`config.mk`:
```
export PLATFORM = sky130hd
export DESIGN_NAME = regfile_write_arbiter
export DESIGN_NICKNAME = d
export VERILOG_FILES = /design/src/rtl/regfile_pkg.sv /design/src/rtl/rr_priority_pick.sv /design/src/rtl/regfile_write_arbiter.sv
export SDC_FILE = /design/constraint.sdc
export NUM_CORES = 1
export LEC_CHECK = 0
export CAP_MARGIN = 10
export CORE_AREA = 5 5 104 106
export CTS_CLUSTER_SIZE = 40
export DETAILED_ROUTE_END_ITERATION = 10
export DIE_AREA = 0 0 109 111
export PLACE_DENSITY = 0.84
export SETUP_SLACK_MARGIN = 0.05
export SLEW_MARGIN = 20
export SYNTH_ARGS = -nofsm -noshare
export SYNTH_HDL_FRONTEND = slang
export SYNTH_HIERARCHICAL = 1
export SYNTH_SLANG_ARGS = --single-unit
```
`constraint.sdc`:
```
create_clock -name clock -period 6.45 [get_ports clock]
set_input_delay 0.9675 -clock clock [delete_from_list [all_inputs] [get_ports clock]]
set_output_delay 0.9675 -clock clock [all_outputs]
set_load 0.03 [all_outputs]
```
`src/rtl/regfile_pkg.sv`:
```
// Shared definitions for the register-file write path: geometry constants,
// the write-arbiter state encoding and the address-to-strobe decode.
package regfile_pkg;

    localparam int REG_COUNT  = 32;
    localparam int REG_ADDR_W = 5;
    localparam int REG_DATA_W = 32;

    typedef enum logic [0:0] {
        ARB_IDLE  = 1'b0,
        ARB_CLEAR = 1'b1
    } arb_state_t;

    // Register 0 is hard-wired to zero, so address 0 never produces a strobe.
    function automatic logic [REG_COUNT-1:0] reg_decode(input logic [REG_ADDR_W-1:0] addr);
        logic [REG_COUNT-1:0] onehot;
        onehot = '0;
        if (addr != '0) begin
            onehot[addr] = 1'b1;
        end
        return onehot;
    endfunction

endpackage

```
`src/rtl/rr_priority_pick.sv`:
```
// Combinational round-robin pick: first asserted request scanning upward from
// i_ptr with wrap-around, returned both one-hot and as an index.
module rr_priority_pick #(
    parameter int NUM_REQ = 3,
    parameter int ID_W    = 2
) (
    input  logic [NUM_REQ-1:0] i_req,
    input  logic [ID_W-1:0]    i_ptr,
    output logic [NUM_REQ-1:0] o_grant,
    output logic [ID_W-1:0]    o_idx,
    output logic               o_any
);

    int w_pos;

    always_comb begin
        o_grant = '0;
        o_idx   = '0;
        o_any   = 1'b0;
        w_pos   = 0;
        for (int off = 0; off < NUM_REQ; off++) begin
            w_pos = int'(i_ptr) + off;
            if (w_pos >= NUM_REQ) begin
                w_pos = w_pos - NUM_REQ;
            end
            if (!o_any && i_req[w_pos]) begin
                o_grant[w_pos] = 1'b1;
                o_idx          = ID_W'(w_pos);
                o_any          = 1'b1;
            end
        end
    end

endmodule

```
`src/rtl/regfile_write_arbiter.sv`:
```
// Single write port of the 32x32 register file: round-robin arbitration of the
// write-back sources, strobe decode, and a sequenced clear of registers 1..31.
// Optional per-requester grant counters: define REGFILE_ARB_GRANT_COUNT_EN.
module regfile_write_arbiter
    import regfile_pkg::*;
#(
    parameter int NUM_REQ = 3,
    parameter int ID_W    = 2,
    parameter int DATA_W  = REG_DATA_W
) (
    input  logic                          clock,
    input  logic                          reset,
    input  logic [NUM_REQ-1:0]            req_valid,
    input  logic [NUM_REQ*REG_ADDR_W-1:0] req_addr,
    input  logic [NUM_REQ*DATA_W-1:0]     req_data,
    output logic [NUM_REQ-1:0]            req_ready,
    input  logic                          clear_req,
    output logic                          clear_busy,
    output logic [REG_COUNT-1:0]          wr_en,
    output logic [DATA_W-1:0]             wr_data,
    output logic                          grant_valid,
    output logic [ID_W-1:0]               grant_id
`ifdef REGFILE_ARB_GRANT_COUNT_EN
    ,
    output logic [NUM_REQ*16-1:0]         grant_count
`endif
);

    localparam logic [REG_ADDR_W-1:0] CLR_FIRST = REG_ADDR_W'(1);
    localparam logic [REG_ADDR_W-1:0] CLR_LAST  = REG_ADDR_W'(REG_COUNT - 1);

    arb_state_t             r_state;
    arb_state_t             w_state_nxt;
    logic [ID_W-1:0]        r_rr_ptr;
    logic [ID_W-1:0]        w_rr_ptr_nxt;
    logic [REG_ADDR_W-1:0]  r_clr_cnt;
    logic [REG_ADDR_W-1:0]  w_clr_cnt_nxt;
    logic [REG_COUNT-1:0]   r_wr_en;
    logic [REG_COUNT-1:0]   w_wr_en_nxt;
    logic [DATA_W-1:0]      r_wr_data;
    logic [DATA_W-1:0]      w_wr_data_nxt;
    logic                   r_grant_valid;
    logic                   w_grant_valid_nxt;
    logic [ID_W-1:0]        r_grant_id;
    logic [ID_W-1:0]        w_grant_id_nxt;

    logic [NUM_REQ-1:0]     w_pick_grant;
    logic [ID_W-1:0]        w_pick_idx;
    logic                   w_pick_any;
    logic                   w_arb_en;
    logic                   w_xfer;
    logic [REG_ADDR_W-1:0]  w_win_addr;
    logic [DATA_W-1:0]      w_win_data;

    rr_priority_pick #(
        .NUM_REQ (NUM_REQ),
        .ID_W    (ID_W)
    ) u_pick (
        .i_req   (req_valid),
        .i_ptr   (r_rr_ptr),
        .o_grant (w_pick_grant),
        .o_idx   (w_pick_idx),
        .o_any   (w_pick_any)
    );

    // A pending clear outranks every writer in the same cycle.
    assign w_arb_en  = !reset && (r_state == ARB_IDLE) && !clear_req;
    assign req_ready = w_arb_en ? w_pick_grant : '0;
    assign w_xfer    = w_arb_en && w_pick_any;

    always_comb begin
        w_win_addr = '0;
        w_win_data = '0;
        for (int i = 0; i < NUM_REQ; i++) begin
            if (w_pick_grant[i]) begin
                w_win_addr = req_addr[i*REG_ADDR_W +: REG_ADDR_W];
                w_win_data = req_data[i*DATA_W +: DATA_W];
            end
        end
    end

    always_ff @(posedge clock) begin
        if (reset) begin
            r_state       <= ARB_IDLE;
            r_rr_ptr      <= '0;
            r_clr_cnt     <= CLR_FIRST;
            r_wr_en       <= '0;
            r_wr_data     <= '0;
            r_grant_valid <= 1'b0;
            r_grant_id    <= '0;
        end else begin
            r_state       <= w_state_nxt;
            r_rr_ptr      <= w_rr_ptr_nxt;
            r_clr_cnt     <= w_clr_cnt_nxt;
            r_wr_en       <= w_wr_en_nxt;
            r_wr_data     <= w_wr_data_nxt;
            r_grant_valid <= w_grant_valid_nxt;
            r_grant_id    <= w_grant_id_nxt;
        end
    end

    always_comb begin
        w_state_nxt   = r_state;
        w_rr_ptr_nxt  = r_rr_ptr;
        w_clr_cnt_nxt = r_clr_cnt;
        case (r_state)
            ARB_IDLE: begin
                if (clear_req) begin
                    w_state_nxt = ARB_CLEAR;
                end else if (w_xfer) begin
                    if (w_pick_idx == ID_W'(NUM_REQ - 1)) begin
                        w_rr_ptr_nxt = '0;
                    end else begin
                        w_rr_ptr_nxt = w_pick_idx + 1'b1;
                    end
                end
            end
            ARB_CLEAR: begin
                if (r_clr_cnt == CLR_LAST) begin
                    w_state_nxt   = ARB_IDLE;
                    w_clr_cnt_nxt = CLR_FIRST;
                end else begin
                    w_clr_cnt_nxt = r_clr_cnt + 1'b1;
                end
            end
            default: begin
                w_state_nxt = ARB_IDLE;
            end
        endcase
    end

    // The clear strobe is staged one step ahead so that while in CLEAR the
    // visible wr_en always equals one-hot(counter) alongside clear_busy.
    always_comb begin
        w_wr_en_nxt       = '0;
        w_wr_data_nxt     = r_wr_data;
        w_grant_valid_nxt = 1'b0;
        w_grant_id_nxt    = r_grant_id;
        case (r_state)
            ARB_IDLE: begin
                if (clear_req) begin
                    w_wr_en_nxt   = reg_decode(r_clr_cnt);
                    w_wr_data_nxt = '0;
                end else if (w_xfer) begin
                    w_wr_en_nxt       = reg_decode(w_win_addr);
                    w_wr_data_nxt     = w_win_data;
                    w_grant_valid_nxt = 1'b1;
                    w_grant_id_nxt    = w_pick_idx;
                end
            end
            ARB_CLEAR: begin
                if (r_clr_cnt != CLR_LAST) begin
                    w_wr_en_nxt   = reg_decode(r_clr_cnt + 1'b1);
                    w_wr_data_nxt = '0;
                end
            end
            default: begin
                w_wr_en_nxt = '0;
            end
        endcase
    end

    assign clear_busy  = (r_state == ARB_CLEAR);
    assign wr_en       = r_wr_en;
    assign wr_data     = r_wr_data;
    assign grant_valid = r_grant_valid;
    assign grant_id    = r_grant_id;

`ifdef REGFILE_ARB_GRANT_COUNT_EN
    logic [15:0] r_grant_cnt [NUM_REQ];

    always_ff @(posedge clock) begin
        for (int i = 0; i < NUM_REQ; i++) begin
            if (reset) begin
                r_grant_cnt[i] <= '0;
            end else if (req_valid[i] && req_ready[i] && (r_grant_cnt[i] != 16'hFFFF)) begin
                r_grant_cnt[i] <= r_grant_cnt[i] + 16'd1;
            end
        end
    end

    for (genvar g = 0; g < NUM_REQ; g++) begin : g_cnt_out
        assign grant_count[g*16 +: 16] = r_grant_cnt[g];
    end
`else
    // Without grant counters the transfer statistics are simply not kept.
`endif

endmodule
```
======== Word level (Yosys, flattened, before mapping) ========
Index checks and enable logic that the tools add are counted.
word-level totals
  output and inout bits ................... 71
  logic and storage cells ................. 116
  bits of input ports ..................... 117
  bits in registers ....................... 75
cells by class
  add/subtract/negate cells ............... 7
  magnitude comparators ................... 15
  muxes and demuxes ....................... 57
  reductions and logical operators ........ 21
  bitwise logic cells ..................... 4
  equality and inequality tests ........... 5
operators by type and width
  cell                                                                                  count
  32-bit 2-to-1 mux                                                                     15
  32-bit one-hot mux with 2 select lines                                                2
  32-bit by 1-bit greater-or-equal comparator with 1-bit output, second input constant  3
  32-bit by 4-bit less-than comparator with 1-bit output, second input constant         3
  32-bit by 3-bit greater-or-equal comparator with 1-bit output, second input constant  2
  32-bit by 3-bit subtractor with 32-bit output, second input constant                  2
  5-bit 2-to-1 mux                                                                      4
  5-bit by 6-bit less-than comparator with 1-bit output, second input constant          3
  1-bit 2-to-1 mux                                                                      18
  1-bit demux with 5-bit select                                                         3
  5-bit by 1-bit greater-or-equal comparator with 1-bit output, second input constant   3
  5-bit nonzero test                                                                    3
  3-bit 2-to-1 mux                                                                      4
  1-bit logical AND                                                                     11
  2-bit 2-to-1 mux                                                                      4
  1-bit binary-select mux with 2-bit select                                             3
  1-bit demux with 2-bit select                                                         3
  3-bit bitwise OR                                                                      2
  5-bit by 1-bit adder with 5-bit output, second input constant                         1
  5-bit == test, second input constant                                                  1
  5-bit inequality test, second input constant                                          1
  1-bit zero test                                                                       4
  2-bit by 1-bit adder with 3-bit output, second input constant                         1
  2-bit by 2-bit adder with 3-bit output, second input constant                         1
  other kinds (11)                                                                      12

======== Depth between registers and ports, before layout ========
  word-level depth ........................ 23
  depth in mapped cells ................... 13
  mapped depth without buffers ............ 11

======== By module ========
Netlist, hierarchy kept.
by module, submodules not included
  module                 instances  area an instance (µm²)  seq. area each (µm²)  cells an instance
  regfile_write_arbiter  1          3915.0                  1501.4                440
  rr_priority_pick       1          381.6                   0.0                   52

======== Least setup slack after synthesis ========
No wires, ideal clock.
  path kind ............................... input to output
  start point ............................. in req_valid[2]
  end point ............................... out req_ready[2]
  data arrival time ....................... 2.638 ns
  slack ................................... 2.845 ns
  buffers on the path ..................... 3
  required time ........................... 5.483 ns
  cell stages on the path ................. 8
  cell sequence ........................... and2b_1 > a31o_1 > a21oi_1 > a31oi_1 > buf_2 > buf_2 > buf_1 > and2_1
between the ends
  longest elaborated chain between the ends .. 11
  elaborated cells on any way between the ends .. 21
  classes of those cells .................. 15 x mux; 2 x bitwise; 4 x reduce/logical
RTL lines
  item                                                  RTL line                     RTL
  from (decl)                                           regfile_write_arbiter.sv:13  input logic [NUM_REQ-1:0] req_valid,
  1-bit binary-select mux with 2-bit select             rr_priority_pick.sv:26       if (!o_any && i_req[w_pos]) begin
  1-bit 2-to-1 mux (not written as such) (2 in series)  rr_priority_pick.sv:26
  1-bit 2-to-1 mux                                      rr_priority_pick.sv:26
  1-bit zero test                                       rr_priority_pick.sv:26
  1-bit logical AND                                     rr_priority_pick.sv:26
  1-bit 2-to-1 mux                                      rr_priority_pick.sv:26
  1-bit zero test                                       rr_priority_pick.sv:26
  1-bit logical AND                                     rr_priority_pick.sv:26
  3-bit 2-to-1 mux *                                    rr_priority_pick.sv:26
  via w_pick_grant[2]                                   regfile_write_arbiter.sv:47  logic [NUM_REQ-1:0] w_pick_grant;
  3-bit 2-to-1 mux *                                    regfile_write_arbiter.sv:68  assign req_ready = w_arb_en ? w_pick_grant : '0;
  to (decl)                                             regfile_write_arbiter.sv:16  output logic [NUM_REQ-1:0] req_ready,
The timed path passes the listed nets; every way through them passes the cells marked *. The select of a mux whose other input is x is not followed.

======== Worst setup path in the final report ========
  start point ............................. in req_valid[2]
  end point ............................... out req_ready[0]
Same word-level chain as after synthesis.

==> flow_summary.ini <==
[timing]
layout_min_cycle_time_ns = 4.65
skew_ns = 0.0162
maxSlewHeadroom_pct = 38.0
final-setup-viol-count = 0
fmax_ghz = 0.215
fin_setup_tns_ns = 0
tightestPinTransition_ns = 0.929
rsz0062_at_grt = false
period_share_pct = 72.2
slew_viol_final = 0
hold_viol = 0

[finish]
register_area_sq_um = 1500
layout-drive-gt1-share_pct = 6.68
area_growth_pct = 49.5
fin_nets = 783
multi_input_area_sq_um = 2600
diodes = 0
final_cell_mix = clkdlybuf4s50_1 (186), dfxtp_1 (75), nor2_1 (48)
final_common_cell = clkdlybuf4s50_1
fillCellCount = 813
design_area_sq_um = 6420

[outcome]
status = completed

[drt]
vias = 4643
drc_errors = 0
ant_nets = 0
wirelength_microns = 14800
avgViaCountPerCell = 5.86
wl_per_cell_microns = 18.6
dr.pass1.iters = 5
drt_iter0_drc = 342

[clock_tree]
postCtsSetupBuffers = 0
cts.sinks = 75
cts-resized-gates = 0
clk_latency_ns = 0.35
cts_tree = yes
clk_pin_slew_ns = 0.08
numCtsBuffers = 9
clockBufferDepth = 2
cts_root_buf = clkbuf_8
postCtsHoldBufs = 0
htreeDepth = 3

[setup_path]
cpLargestDelayFamily = buffers and inverters
cp_num_buf_inv = 2
cp.arrival_ns = 3.69
critPathMaxFanout = 8
reg2reg_from = r_rr_ptr[0]
crit_top_cell = clkdlybuf4s50_1
max_stage_delay_ns = 0.67
crit_start = req_valid[2]
cp-end-kind = output pin
path_cells = clkdlybuf4s50_1, nand2b_1, mux2i_4, a311oi_1, o2bb2ai_1, and2_1, clkdlybuf4s50_1
crit_type = in2out
crit_slowest_cell = clkdlybuf4s50_1
start_kind = input port
crit_required_ns = 5.48

[global_routing]
grt_pass1_wl_microns = 23500
grt_use_total_pct = 24.0
grt_pass1_vias = 4558
antenna_found_initial = 0
globalRouteOverflowTotal = 0
grt_max_degree = 77

[floorplan]
dieWidth_microns = 109
start_util_pct = 44.4
core_sq_um = 9680
dieArea_sq_um = 12100
io_pins = 188
fp.dieH_microns = 111
row_count = 36

[synth]
yosysSeqAreaShare_pct = 34.9
synth_ff_type = dfxtp_1
async_flop_share_pct = 0
synth_area_per_cell_sq_um = 8.73
synth_xor_xnor_area_share_pct = 0.408
netlist_instances = 492
synthAdderAreaFrac_pct = 3.49
synth-seq-cells = 75
yosys.area_share.simple_pct = 25.2
synth.area.mux_share_pct = 1.75
synth_top_family_by_area = compound AO/OA/AOI/OAI gates
syn-num-nets = 621
synth-compound-area-share_pct = 28.5
synth_edf_count = 0
ys_warn_count = 6
synth_cell_type_count = 62
syn_area_sq_um = 4300

[hold_path]
hold_path_class = reg2reg
min_from = grant_id[0]

[placement]
dpl_cell_area_sq_um = 6190
place_congestion = 0.896
port_buffers = 187
hpwl_microns = 11300

[pwr]
p_leak_nw = 2.26
irDropWorstVdd_uv = 127
pwr_density_cell_nw_per_um2 = 198

[run]
cap_violations = 0
-- metal layers --
layer	up-vias	track usage [%]	part of all wire [%]
li1	2192	-	-
met2	257	39.8	48
met4	0	7.83	2.5
met5	-	0	0
met1	2161	30.1	40
met3	33	6.12	9.5
-- cells by family (layout without fill, tap and decap cells) --
family | after synthesis | in the layout
flip-flops | 75 | 75
AO/OA/AOI/OAI | 142 | 142
XOR/XNOR | 2 | 2
multiplexers | 5 | 5
adder cells (fa/ha/maj) | 12 | 12
buffers and inverters | 53 | 220
AND/OR/NAND/NOR | 203 | 203
-- sequential cells by signal (all words and copies together) (netlist names) --
register	cells
grant_valid	1
clear_busy	1
wr_data	32
grant_id	2
r_rr_ptr	2
r_clr_cnt	5
wr_en	32
-- worst register-to-register path, cell delays in order (launching register included) --
cell and delay [ns]:
dfxtp_1 0.39, inv_1 0.08, ha_1 0.34, and2b_1 0.31, a31o_1 0.15, a21oi_1 0.09
a31oi_4 0.18, buf_4 0.62, a21oi_1 0.09, a22o_1 0.28, or3_1 0.59, o221ai_2 0.27
-- path summary, 6_finish.rpt --
path,slack [ns],depth (start not counted),to
setup / recovery,1.80,7,req_ready[0]
hold / removal,0.46,2,grant_id[0]
setup reg to reg,2.99,11,wr_en[23]
hold reg to reg,0.46,2,grant_id[0]
-- where the power goes --
part / switching, mW / internal [mW] / total, mW
Combinational: 0.201 / 0.180 / 0.381
Clock: 0.180 / 0.219 / 0.399
Sequential: 0.0140 / 0.479 / 0.493
Total: 0.396 / 0.877 / 1.27
-- synth_stat cells (3+ instances only) --
cell type   n  share of area, %
a32oi_1    32               6.5
a221o_1    32               7.5
nor3_1      5              0.58
o31ai_1     4              0.70
nor2_1     48               4.2
and2_1      5              0.73
o221ai_1   24               4.9
a21oi_1    15               1.7
ha_1       12               3.5
o221ai_2    4               1.4
nand2_1    44               3.8
mux2i_1     3              0.70
a22oi_1     3              0.52
nand3b_1    7               1.2
clkbuf_1   20               1.7
or3_4       3              0.79
o21ai_0     3              0.35
buf_6       3              0.79
nand4_1     5              0.73
buf_2       8              0.93
dfxtp_1    75                35
nor2b_1     9               1.3
inv_1      13               1.1
nand2b_1   38               5.5
a22o_1      4              0.82
and3_1      4              0.58
nand3_1    18               2.1
buf_1       6              0.52
or3_1       4              0.58
-- through the flow --
step                      cells  util (%)  setup slack [ns]  hold WS (ns)  power (mW)
after floorplan             492         -              2.84         0.465       0.728
after global placement      776      64.0              1.98         0.447       0.869
after detailed placement    776      64.0              1.86         0.451       0.879
after CTS                   792      66.2              1.86         0.462        1.27
after global routing        792      66.3              1.68         0.490        1.33
final                       792      66.3              1.80         0.464        1.27
-- cell type report --
cell class / count / share of cell area, %
Inverter: 14 / 0.818
Tap cell: 133 / 2.59
Clock buffer: 10 / 1.99
Timing Repair Buffer: 190 / 29.4
Multi-Input combinational cell: 364 / 40.4
Clock inverter: 6 / 1.40
Sequential cell: 75 / 23.4
Power figures use the tool's default switching activity.
